===== config.mk =====
export PLATFORM = sky130hd
export DESIGN_NAME = opb_register_bank
export DESIGN_NICKNAME = d
export VERILOG_FILES = /design/src/rtl/opb_reg_pkg.sv /design/src/rtl/opb_reg_slot.sv /design/src/rtl/opb_register_bank.sv
export SDC_FILE = /design/constraint.sdc
export NUM_CORES = 2
export LEC_CHECK = 0
export ABC_AREA = 1
export CAP_MARGIN = 25
export CORE_MARGIN = 5
export CORE_UTILIZATION = 59
export DETAILED_ROUTE_END_ITERATION = 6
export HOLD_SLACK_MARGIN = 0.12
export PLACE_DENSITY = 0.85
export SYNTH_ARGS = -nofsm -noshare
export SYNTH_HDL_FRONTEND = slang
export SYNTH_SLANG_ARGS = --single-unit

===== constraint.sdc =====
create_clock -name OPB_Clk -period 46.3 [get_ports OPB_Clk]
set_clock_uncertainty 0.1 [all_clocks]
set_input_delay 9.26 -clock OPB_Clk [delete_from_list [all_inputs] [get_ports OPB_Clk]]
set_output_delay 9.26 -clock OPB_Clk [all_outputs]
set_load 0.05 [all_outputs]

===== src/rtl/opb_reg_pkg.sv =====
// Shared types and helpers for the OPB register bank: FSM encoding, CTRL bit
// positions and OPB (big-endian bit order) to user (little-endian) conversions.
package opb_reg_pkg;

  localparam int unsigned WORD_W  = 32;
  localparam int unsigned BYTES_W = 4;

  localparam int unsigned CTRL_COMMIT_BIT  = 0;
  localparam int unsigned CTRL_DISCARD_BIT = 1;

  typedef enum logic [1:0] {
    ST_IDLE = 2'd0,
    ST_ACK  = 2'd1,
    ST_GAP  = 2'd2
  } opb_state_e;

  // OPB bit 0 is the MSB: opb[i] lands on user bit 31-i.
  function automatic logic [WORD_W-1:0] opb_to_user32(input logic [0:WORD_W-1] opb);
    logic [WORD_W-1:0] u;
    for (int i = 0; i < int'(WORD_W); i++) u[WORD_W-1-i] = opb[i];
    return u;
  endfunction

  function automatic logic [0:WORD_W-1] user_to_opb32(input logic [WORD_W-1:0] u);
    logic [0:WORD_W-1] o;
    for (int i = 0; i < int'(WORD_W); i++) o[i] = u[WORD_W-1-i];
    return o;
  endfunction

  // OPB_BE[0] covers user byte 3, OPB_BE[3] covers user byte 0.
  function automatic logic [BYTES_W-1:0] opb_to_user_be(input logic [0:BYTES_W-1] be);
    logic [BYTES_W-1:0] u;
    for (int i = 0; i < int'(BYTES_W); i++) u[BYTES_W-1-i] = be[i];
    return u;
  endfunction

  function automatic logic [WORD_W-1:0] be_merge(input logic [WORD_W-1:0]  old_val,
                                                 input logic [WORD_W-1:0]  new_val,
                                                 input logic [BYTES_W-1:0] be);
    logic [WORD_W-1:0] r;
    r = old_val;
    for (int b = 0; b < int'(BYTES_W); b++)
      if (be[b]) r[8*b +: 8] = new_val[8*b +: 8];
    return r;
  endfunction

endpackage


===== src/rtl/opb_reg_slot.sv =====
// One control register: active value, optional shadow with pending flag,
// byte-enable merge and a one-cycle load strobe on every active update.
module opb_reg_slot
  import opb_reg_pkg::*;
#(
  parameter int unsigned C_SHADOW = 1
) (
  input  logic                clk,
  input  logic                rst,
  input  logic                wr_en_i,
  input  logic [BYTES_W-1:0]  be_i,
  input  logic [WORD_W-1:0]   wdata_i,
  input  logic                commit_i,
  input  logic                discard_i,
  output logic [WORD_W-1:0]   active_o,
  output logic [WORD_W-1:0]   rdback_o,
  output logic                pending_o,
  output logic                strb_o
);

  logic [WORD_W-1:0] active_q, active_d;
  logic [WORD_W-1:0] shadow_q, shadow_d;
  logic              pending_q, pending_d;
  logic              strb_q, strb_d;

  always_comb begin
    active_d  = active_q;
    shadow_d  = shadow_q;
    pending_d = pending_q;
    strb_d    = 1'b0;
    if (C_SHADOW != 0) begin
      if (wr_en_i) begin
        shadow_d  = be_merge(shadow_q, wdata_i, be_i);
        pending_d = 1'b1;
      end else if (commit_i && pending_q) begin
        active_d  = shadow_q;
        strb_d    = 1'b1;
        pending_d = 1'b0;
      end else if (discard_i && pending_q) begin
        shadow_d  = active_q;
        pending_d = 1'b0;
      end
    end else if (wr_en_i) begin
      // Strobe fires even when no byte is enabled.
      active_d = be_merge(active_q, wdata_i, be_i);
      strb_d   = 1'b1;
    end
  end

  always_ff @(posedge clk or posedge rst) begin
    if (rst) begin
      active_q  <= '0;
      shadow_q  <= '0;
      pending_q <= 1'b0;
      strb_q    <= 1'b0;
    end else begin
      active_q  <= active_d;
      shadow_q  <= shadow_d;
      pending_q <= pending_d;
      strb_q    <= strb_d;
    end
  end

  assign active_o  = active_q;
  assign rdback_o  = (C_SHADOW != 0) ? shadow_q : active_q;
  assign pending_o = pending_q;
  assign strb_o    = strb_q;

endmodule


===== src/rtl/opb_register_bank.sv =====
// OPB slave exposing RW control registers, a CTRL word (commit/discard of
// shadow registers) and RO status words; IDLE/ACK/GAP single-beat protocol.
module opb_register_bank
  import opb_reg_pkg::*;
#(
  parameter logic [31:0] C_BASEADDR   = 32'h01003200,
  parameter logic [31:0] C_HIGHADDR   = 32'h010032FF,
  parameter int unsigned C_NUM_REGS   = 8,
  parameter int unsigned C_NUM_RO     = 4,
  parameter int unsigned C_SHADOW     = 1,
  parameter int unsigned C_OPB_AWIDTH = 32,
  parameter int unsigned C_OPB_DWIDTH = 32
) (
  input  logic                      OPB_Clk,
  input  logic                      OPB_Rst,
  input  logic [0:C_OPB_AWIDTH-1]   OPB_ABus,
  input  logic [0:3]                OPB_BE,
  input  logic [0:C_OPB_DWIDTH-1]   OPB_DBus,
  input  logic                      OPB_RNW,
  input  logic                      OPB_select,
  input  logic                      OPB_seqAddr,
  output logic [0:C_OPB_DWIDTH-1]   Sl_DBus,
  output logic                      Sl_xferAck,
  output logic                      Sl_errAck,
  output logic                      Sl_retry,
  output logic                      Sl_toutSup,
  output logic [32*C_NUM_REGS-1:0]  user_data_out,
  output logic [C_NUM_REGS-1:0]     user_load_strb,
  input  logic [32*C_NUM_RO-1:0]    user_data_in
);

  localparam int unsigned IDX_W = WORD_W - 2;
  localparam logic [IDX_W-1:0] CTRL_W = IDX_W'(C_NUM_REGS);

  opb_state_e          state_q, state_d;
  logic [IDX_W-1:0]    widx_q, widx_d;
  logic [BYTES_W-1:0]  be_q, be_d;
  logic [WORD_W-1:0]   wdata_q, wdata_d;
  logic                rnw_q, rnw_d;
  logic                ack_q, ack_d;
  logic [WORD_W-1:0]   dbus_q, dbus_d;

  logic [WORD_W-1:0]   addr, offset, rd_word;
  logic [IDX_W-1:0]    bus_w;
  logic                hit;
  logic                wr_en, ctrl_wr, commit, discard;
  logic [WORD_W-1:0]   rdback [C_NUM_REGS];
  logic [C_NUM_REGS-1:0] pending;
  logic                unused_bits;

  assign addr   = opb_to_user32(OPB_ABus);
  assign offset = addr - C_BASEADDR;
  assign bus_w  = offset[WORD_W-1:2];
  assign hit    = OPB_select && (addr >= C_BASEADDR) && (addr <= C_HIGHADDR);
  assign unused_bits = ^{OPB_seqAddr, offset[1:0]};

  // Read mux on the live bus address; unmapped in-window offsets read zero.
  always_comb begin
    rd_word = '0;
    for (int i = 0; i < int'(C_NUM_REGS); i++)
      if (bus_w == IDX_W'(i)) rd_word = rdback[i];
    if (bus_w == CTRL_W && C_SHADOW != 0) rd_word = WORD_W'(pending);
    for (int j = 0; j < int'(C_NUM_RO); j++)
      if (bus_w == IDX_W'(C_NUM_REGS + 1 + j)) rd_word = user_data_in[32*j +: 32];
  end

  always_comb begin
    state_d = state_q;
    widx_d  = widx_q;
    be_d    = be_q;
    wdata_d = wdata_q;
    rnw_d   = rnw_q;
    ack_d   = 1'b0;
    dbus_d  = '0;
    case (state_q)
      ST_IDLE: begin
        if (hit) begin
          state_d = ST_ACK;
          widx_d  = bus_w;
          be_d    = opb_to_user_be(OPB_BE);
          wdata_d = opb_to_user32(OPB_DBus);
          rnw_d   = OPB_RNW;
          ack_d   = 1'b1;
          if (OPB_RNW) dbus_d = rd_word;
        end
      end
      ST_ACK:  state_d = ST_GAP;
      ST_GAP:  state_d = ST_IDLE;
      default: state_d = ST_IDLE;
    endcase
  end

  always_ff @(posedge OPB_Clk or posedge OPB_Rst) begin
    if (OPB_Rst) begin
      state_q <= ST_IDLE;
      widx_q  <= '0;
      be_q    <= '0;
      wdata_q <= '0;
      rnw_q   <= 1'b1;
      ack_q   <= 1'b0;
      dbus_q  <= '0;
    end else begin
      state_q <= state_d;
      widx_q  <= widx_d;
      be_q    <= be_d;
      wdata_q <= wdata_d;
      rnw_q   <= rnw_d;
      ack_q   <= ack_d;
      dbus_q  <= dbus_d;
    end
  end

  // Writes land on the edge that closes the ACK cycle.
  assign wr_en   = (state_q == ST_ACK) && !rnw_q;
  assign ctrl_wr = wr_en && (widx_q == CTRL_W) && be_q[0];
  assign commit  = ctrl_wr && wdata_q[CTRL_COMMIT_BIT];
  assign discard = ctrl_wr && wdata_q[CTRL_DISCARD_BIT] && !wdata_q[CTRL_COMMIT_BIT];

  for (genvar g = 0; g < int'(C_NUM_REGS); g++) begin : g_slot
    opb_reg_slot #(.C_SHADOW(C_SHADOW)) u_slot (
      .clk       (OPB_Clk),
      .rst       (OPB_Rst),
      .wr_en_i   (wr_en && (widx_q == IDX_W'(g))),
      .be_i      (be_q),
      .wdata_i   (wdata_q),
      .commit_i  (commit),
      .discard_i (discard),
      .active_o  (user_data_out[32*g +: 32]),
      .rdback_o  (rdback[g]),
      .pending_o (pending[g]),
      .strb_o    (user_load_strb[g])
    );
  end

  assign Sl_DBus    = user_to_opb32(dbus_q);
  assign Sl_xferAck = ack_q;
  assign Sl_errAck  = 1'b0;
  assign Sl_retry   = 1'b0;
  assign Sl_toutSup = 1'b0;

endmodule

Word-level counts from Yosys, hierarchy flattened --
Index checks and enable logic that the tools add are counted.
Word-level totals: bits in registers 630, latch bits 0, bits in writable memories 0, bits in read-only memories 0, input bits 201, output and inout bits 300, memories kept 0
Operators by class: add/subtract/negate cells 1, multiply operators 0, divide/modulo/power cells 0, $lt $le $gt $ge 2, eq/ne operators 62, shifts and indexed selects 0, multiplexer cells 88, bitwise operators 8, reductions and logical operators 94
Operators by type and width (number):
- two-way mux 32 bit | 40
- equality test 30 x 3 -> 1 bit, second input constant | 8
- equality test 30 x 4 -> 1 bit, second input constant | 6
- equality test 30 x 2 -> 1 bit, second input constant | 4
- AND reduction 3 bit | 32
- inequality test 2 bit, second input constant | 33
- equality test 30 x 1 -> 1 bit, second input constant | 2
- zero test 30 bit | 2
- two-way mux 1 bit | 42
- greater-or-equal comparator 32 x 25 -> 1 bit, second input constant | 1
- <= comparator 32 x 25 -> 1 bit, second input constant | 1
- logical AND 1 bit | 32
- two-way mux 8 bit | 4
- subtractor 32 x 25 -> 32 bit, second input constant | 1
- nonzero test 3 bit | 8
- AND reduction 2 bit | 9
- inequality test 2 x 1 -> 1 bit, second input constant | 8
- nonzero test 2 bit | 8
- NOT 1 bit | 8
- one-hot mux 2 bit (2 select lines) | 1
- equality test 2 x 1 -> 1 bit, second input constant | 1
- zero test 1 bit | 2
- zero test 2 bit | 1
- two-way mux 2 bit | 1

Depth between registers and ports, before layout --
depth after elaboration 18, mapped depth 31, gate-level depth less buffers 30

Cells and area by module --
Synthesis repeated with hierarchy kept, for this count alone.
Unflattened totals: cell total of the unflattened synthesis 4640, area, all modules 32758.9 um2
By module, submodules not included:
- opb_reg_slot | times used 8, cells an instance 393, area an instance 2997.9 um2
- opb_register_bank | times used 1, cells an instance 1496, area an instance 8775.9 um2

Worst setup path before layout --
No wires, ideal clock.
kind input -> register, start point input port OPB_ABus[22] (netlist bit), end point register dbus_q[20], in the netlist Sl_DBus[11], library setup time 0.121 ns, arrival time 11.487 ns, path slack 34.592 ns, stages on the path 29, buffers on the path 2, path through inv_1 -> ha_1 -> nand2_1 -> nand2_2 -> nand2_1 -> inv_1 -> nand2_1 -> nand2_1 -> nand3_1 -> nand2_1 -> nand2_1 -> nor2_1 -> nand2_1 -> nor2_4 -> nand3_2 -> buf_6 -> buf_6 -> o21ai_1 -> nand3_1 -> nand2_1 -> nand2_1 -> nand2_1 -> nand2_1 -> nand2_1 -> nand2_1 -> nand2_1 -> nand2_1 -> a21oi_1 -> nor2_1
Between the ends: cells in the longest elaborated chain, start to end 18
Ends and longest elaborated chain:
- start, declared | line opb_register_bank.sv:16 | input logic [0:C_OPB_AWIDTH-1] OPB_ABus,
- subtractor 32 x 25 -> 32 bit | line opb_register_bank.sv:52 | assign offset = addr - C_BASEADDR;
- zero test 30 bit | line opb_register_bank.sv:61 | if (bus_w == IDX_W'(i)) rd_word = rdback[i];
- two-way mux 32 bit (8 in series) | line opb_register_bank.sv:61
- two-way mux 32 bit | line opb_register_bank.sv:62 | if (bus_w == CTRL_W && C_SHADOW != 0) rd_word = WORD_W'(pending);
- two-way mux 32 bit (4 in series) | line opb_register_bank.sv:64 | if (bus_w == IDX_W'(C_NUM_REGS + 1 + j)) rd_word = user_data_in[32*j +: 32];
- two-way mux 32 bit | line opb_register_bank.sv:84 | if (OPB_RNW) dbus_d = rd_word;
- two-way mux 32 bit * | line opb_register_bank.sv:77 | if (hit) begin
- two-way mux 32 bit * | line opb_register_bank.sv:75 | case (state_q)
- net dbus_d[20] | line opb_register_bank.sv:41 | logic [WORD_W-1:0] dbus_q, dbus_d;
- end signal, assigned | line opb_register_bank.sv:109 | dbus_q <= dbus_d;
- end, declared | line opb_register_bank.sv:41
The timed path passes the listed nets; every way through them passes the cells marked *. A chain may end at the register's enable or synchronous reset.

Worst setup path in the final report --
start point input port OPB_ABus[22] (netlist bit), end point register dbus_q[1], in the netlist Sl_DBus[30]
Between the ends: cells in the longest elaborated chain, start to end 18
Ends and longest elaborated chain:
- subtractor 32 x 25 -> 32 bit * | line opb_register_bank.sv:52
- net offset[9] | line opb_register_bank.sv:43 | logic [WORD_W-1:0] addr, offset, rd_word;
- zero test 30 bit | line opb_register_bank.sv:61
- two-way mux 32 bit (8 in series) | line opb_register_bank.sv:61
- two-way mux 32 bit | line opb_register_bank.sv:62
- two-way mux 32 bit (3 in series) | line opb_register_bank.sv:64
- two-way mux 32 bit * | line opb_register_bank.sv:64
- two-way mux 32 bit * | line opb_register_bank.sv:84
- two-way mux 32 bit * | line opb_register_bank.sv:77
- two-way mux 32 bit * | line opb_register_bank.sv:75
- net dbus_d[1] | line opb_register_bank.sv:41
Marked as above.

==> impl_metrics.yaml <==
status:
  status: "finished clean"
pwr:
  vdd_drop_max_mv: 0.0355
  p_sw_share_pct: 22.0
  combPwrFrac_pct: 3.3
  seqPwrFrac_pct: 49.1
  p_clk_share_pct: 47.6
  power.switching_mw: 0.247
  power.total_mw: 1.12
  p_int_mw: 0.874
  leakagePower_nw: 19.3
  powerDensity_nw_per_um2: 28.7
setup_path:
  critPathLaunchType: "input port"
  reg2reg_to: "g_slot[7].u_slot.active_o[15]$_DFFE_PP0P_"
  critPathRequiredTime_ps: 46670
  worstPathArrival_ps: 14150
  ff2ff_path_depth: 10
  worstSetupPathType: "in2reg"
  critPathMaxFanout: 49
  r2r_setup_slack_ps: 42700
  worst_setup_path_end_kind: "flop"
  crit_path_start: "OPB_ABus[22]"
  rr_startpoint: "widx_q[19]$_DFFE_PP0P_"
route:
  dr.pass1.iters: 6
  antenna_left: 0
  wire_per_inst_um: 20.4
  drc: 0
  num_vias: 29600
  viasPerCell: 5.68
  wl_mm: 106
  drtIter0Drc: 3689
clocking:
  clk_latency_ps: 620
  cts.sinks: 630
  cts_htree_levels: 3
  cts_made_buffers: 68
  cts.repair.resized: 0
  cts.clk_slew.worst_paths_ps: 60
  cts_buffer_depth: 3
  cts_tree: "done"
  root_buffer: "clkbuf_16"
  cts_setup_buffers: 0
  cts_hold_buffers: 0
floorplanning:
  initial_core_util_pct: 59.9
  dieArea_um2: 58300
  rows: 84
  coreArea_um2: 52800
  die-height_um: 241
  io_pins: 501
  die_w_um: 241
finish:
  final_nets: 4681
  fillers: 3962
  layout_common_cells: "nand2_1, dfrtp_1, inv_1, clkdlybuf4s50_1, o21ai_0"
  area_growth_pct: 23.5
  fin_cells: 5216
  drive_above_1_share_pct: 5.50
  post-route-util_pct: 74.0
  final_area_um2: 39000
  final_common_cell: "nand2_1"
logic_synthesis:
  yosysTopAreaCellShare_pct: 49.8
  yosys.area_share.simple_pct: 21.1
  yosysUniqueCellTypes: 53
  syn_avg_cell_area_um2: 7.72
  ys_warn_count: 0
  synth.area.mux_share_pct: 3.22
  synth_area_um2: 31600
  synth_area_leader_cell: "dfrtp_1"
  ys_top_cells_by_area: "dfrtp_1, nand2_1, o21ai_0, inv_1, a21oi_1"
  async_reset_ff_share_pct: 100
  synthAdderAreaFrac_pct: 0.0396
  synth_top_family_by_area: "simple AND/OR/NAND/NOR gates"
  synth_xor_area_share_pct: 0.222
  synth_edf_count: 0
  syn_inst: 4092
  ys.flop_type: "dfrtp_1"
  ys_seq_area_share_pct: 49.9
  synth-compound-area-share_pct: 15.5
  ys_ff_latch: 630
timing:
  finalSetupViolCount: 0
  grt_setup_unrepaired: "false"
  setup_tns_ps: 0
  fin_hold_ws_ps: 367
  clock.fmax_mhz: 72.6
  report.final.slew_viol_count: 0
  hold_violations: 0
  setup_slack_ps: 32530
  slew_headroom_pct: 27.6
  tightest_slew_ps: 1080
  period_needed_ps: 13770
  fin_crit_sh_pct: 29.8
worst_hold_path:
  hold_end: "widx_q[12]$_DFFE_PP0P_"
  min_delay_path_depth: 2
  hold_start: "widx_q[12]$_DFFE_PP0P_"
  min_path_type: "reg2reg"
placed_design:
  io_buffers: 494
  gp_congestion: 0.936
  dpl.hpwl_mm: 75.3
  place_worst_setup_slack_ps: 32110
  dp.cells: 5084
  placed_area_um2: 36700
global_route:
  grt_pass1_wl_mm: 160
  grt_overflow: 0
  grt.total_usage_pct: 35.6
  grt_max_degree: 174
  grt_pass1_vias: 28000
  antenna_found_initial: 5
job:
  drv_cap: 0
[worst max-delay path, cell delays in order]
cell and delay [ps]:
clkdlybuf4s50_1 390, inv_1 120, ha_1 200, nand2_1 90, nand2_2 120, nand2_1 110
o21ai_0 180, nand4_1 130, nor2_1 180, nand4_1 170, nor2_4 100, buf_4 550
nand4_2 590, inv_2 660, a21oi_1 130, nand4_1 200, nand3_1 130, nand4_1 170
nand2_1 140, nand2_1 90, nand2_1 50, a21oi_1 340
[cell usage after synthesis, types with 2 or more instances]
master and n:
nand2_4 3, buf_6 14, o21ai_1 58, or2_2 8, buf_4 20, mux2_2 6
buf_1 24, clkinv_1 7, inv_2 12, nand3_1 99, nor2_1 392, a31oi_1 13
o31ai_1 2, dfrtp_1 629, a21oi_2 5, nor2_2 11, nand2_1 972, clkbuf_1 128
xnor2_1 3, o211ai_1 8, nand4_2 2, or2_1 14, nand4_1 16, nor3_4 2
or2_0 28, nor3_1 17, inv_1 530, nand2_2 12, buf_2 47, o21ai_0 471
nand3b_1 3, xor2_1 5, nor4_1 8, o21bai_1 4, a21oi_1 397, mux2i_1 95
nor2_4 11
[worst max-delay path by stage]
stage                     cells after the start  slack (ps)                     to
after floorplan                               1       19300   Sl_DBus[0]$_DFF_PP0_
after global placement                       26       32190  Sl_DBus[30]$_DFF_PP0_
after detailed placement                     22       32110  Sl_DBus[30]$_DFF_PP0_
after CTS                                    22       32760  Sl_DBus[30]$_DFF_PP0_
after global routing                         22       32270  Sl_DBus[30]$_DFF_PP0_
final                                        22       32530  Sl_DBus[30]$_DFF_PP0_
[sequential cells by signal, indices dropped and copies added, names as in the netlist]
signal,count
g_slot.u_slot.active_o,256
g_slot.u_slot.rdback_o,256
Sl_DBus,32
wdata_q,32
widx_q,30
g_slot.u_slot.pending_o,8
g_slot.u_slot.strb_o,8
be_q,4
state_q,2
Sl_xferAck,1
rnw_q,1
[power groups by stage]
stage / clock [mW] / sequential (mW) / combinational, mW
2_1_floorplan: 0 / 0.561 / 0.0139
3_3_place_gp: 0 / 0.561 / 0.0368
3_5_place_dp: 0 / 0.561 / 0.0370
4_1_cts: 0.537 / 0.551 / 0.0372
5_1_grt: 0.558 / 0.550 / 0.0408
6_report: 0.533 / 0.551 / 0.0370
[kinds of logic (layout without fill, tap and decap cells)]
kind of cell	after synthesis	after routing
multiplexers	101	101
AO/OA/AOI/OAI	961	961
AND/OR/NAND/NOR	1607	1607
flip-flops	630	630
XOR/XNOR	8	8
other	1	4
buffers and inverters	783	1216
adder cells (fa/ha/maj)	1	1
[metal layers]
layer | routed length (µm) | track usage [%] | up-vias
li1 | - | - | 13700
met1 | 38800 | 46.2 | 13900
met2 | 49800 | 56.0 | 1595
met3 | 10500 | 8.04 | 404
met4 | 7260 | 19.4 | 8
met5 | 62 | 0 | -
[cell type report]
type / count / area (µm²) / share of cell area (%)
inverter: 549 / 2070 / 5.30
clock inverter: 14 / 95.1 / 0.244
tap: 688 / 861 / 2.21
multi-input combinational: 2681 / 12700 / 32.6
clock buffer: 104 / 2060 / 5.27
sequential: 630 / 15800 / 40.4
antenna: 1 / 2.50 / 0.00641
timing repair buffer: 549 / 5440 / 13.9
Note: power is estimated with default switching activity, not from simulation.
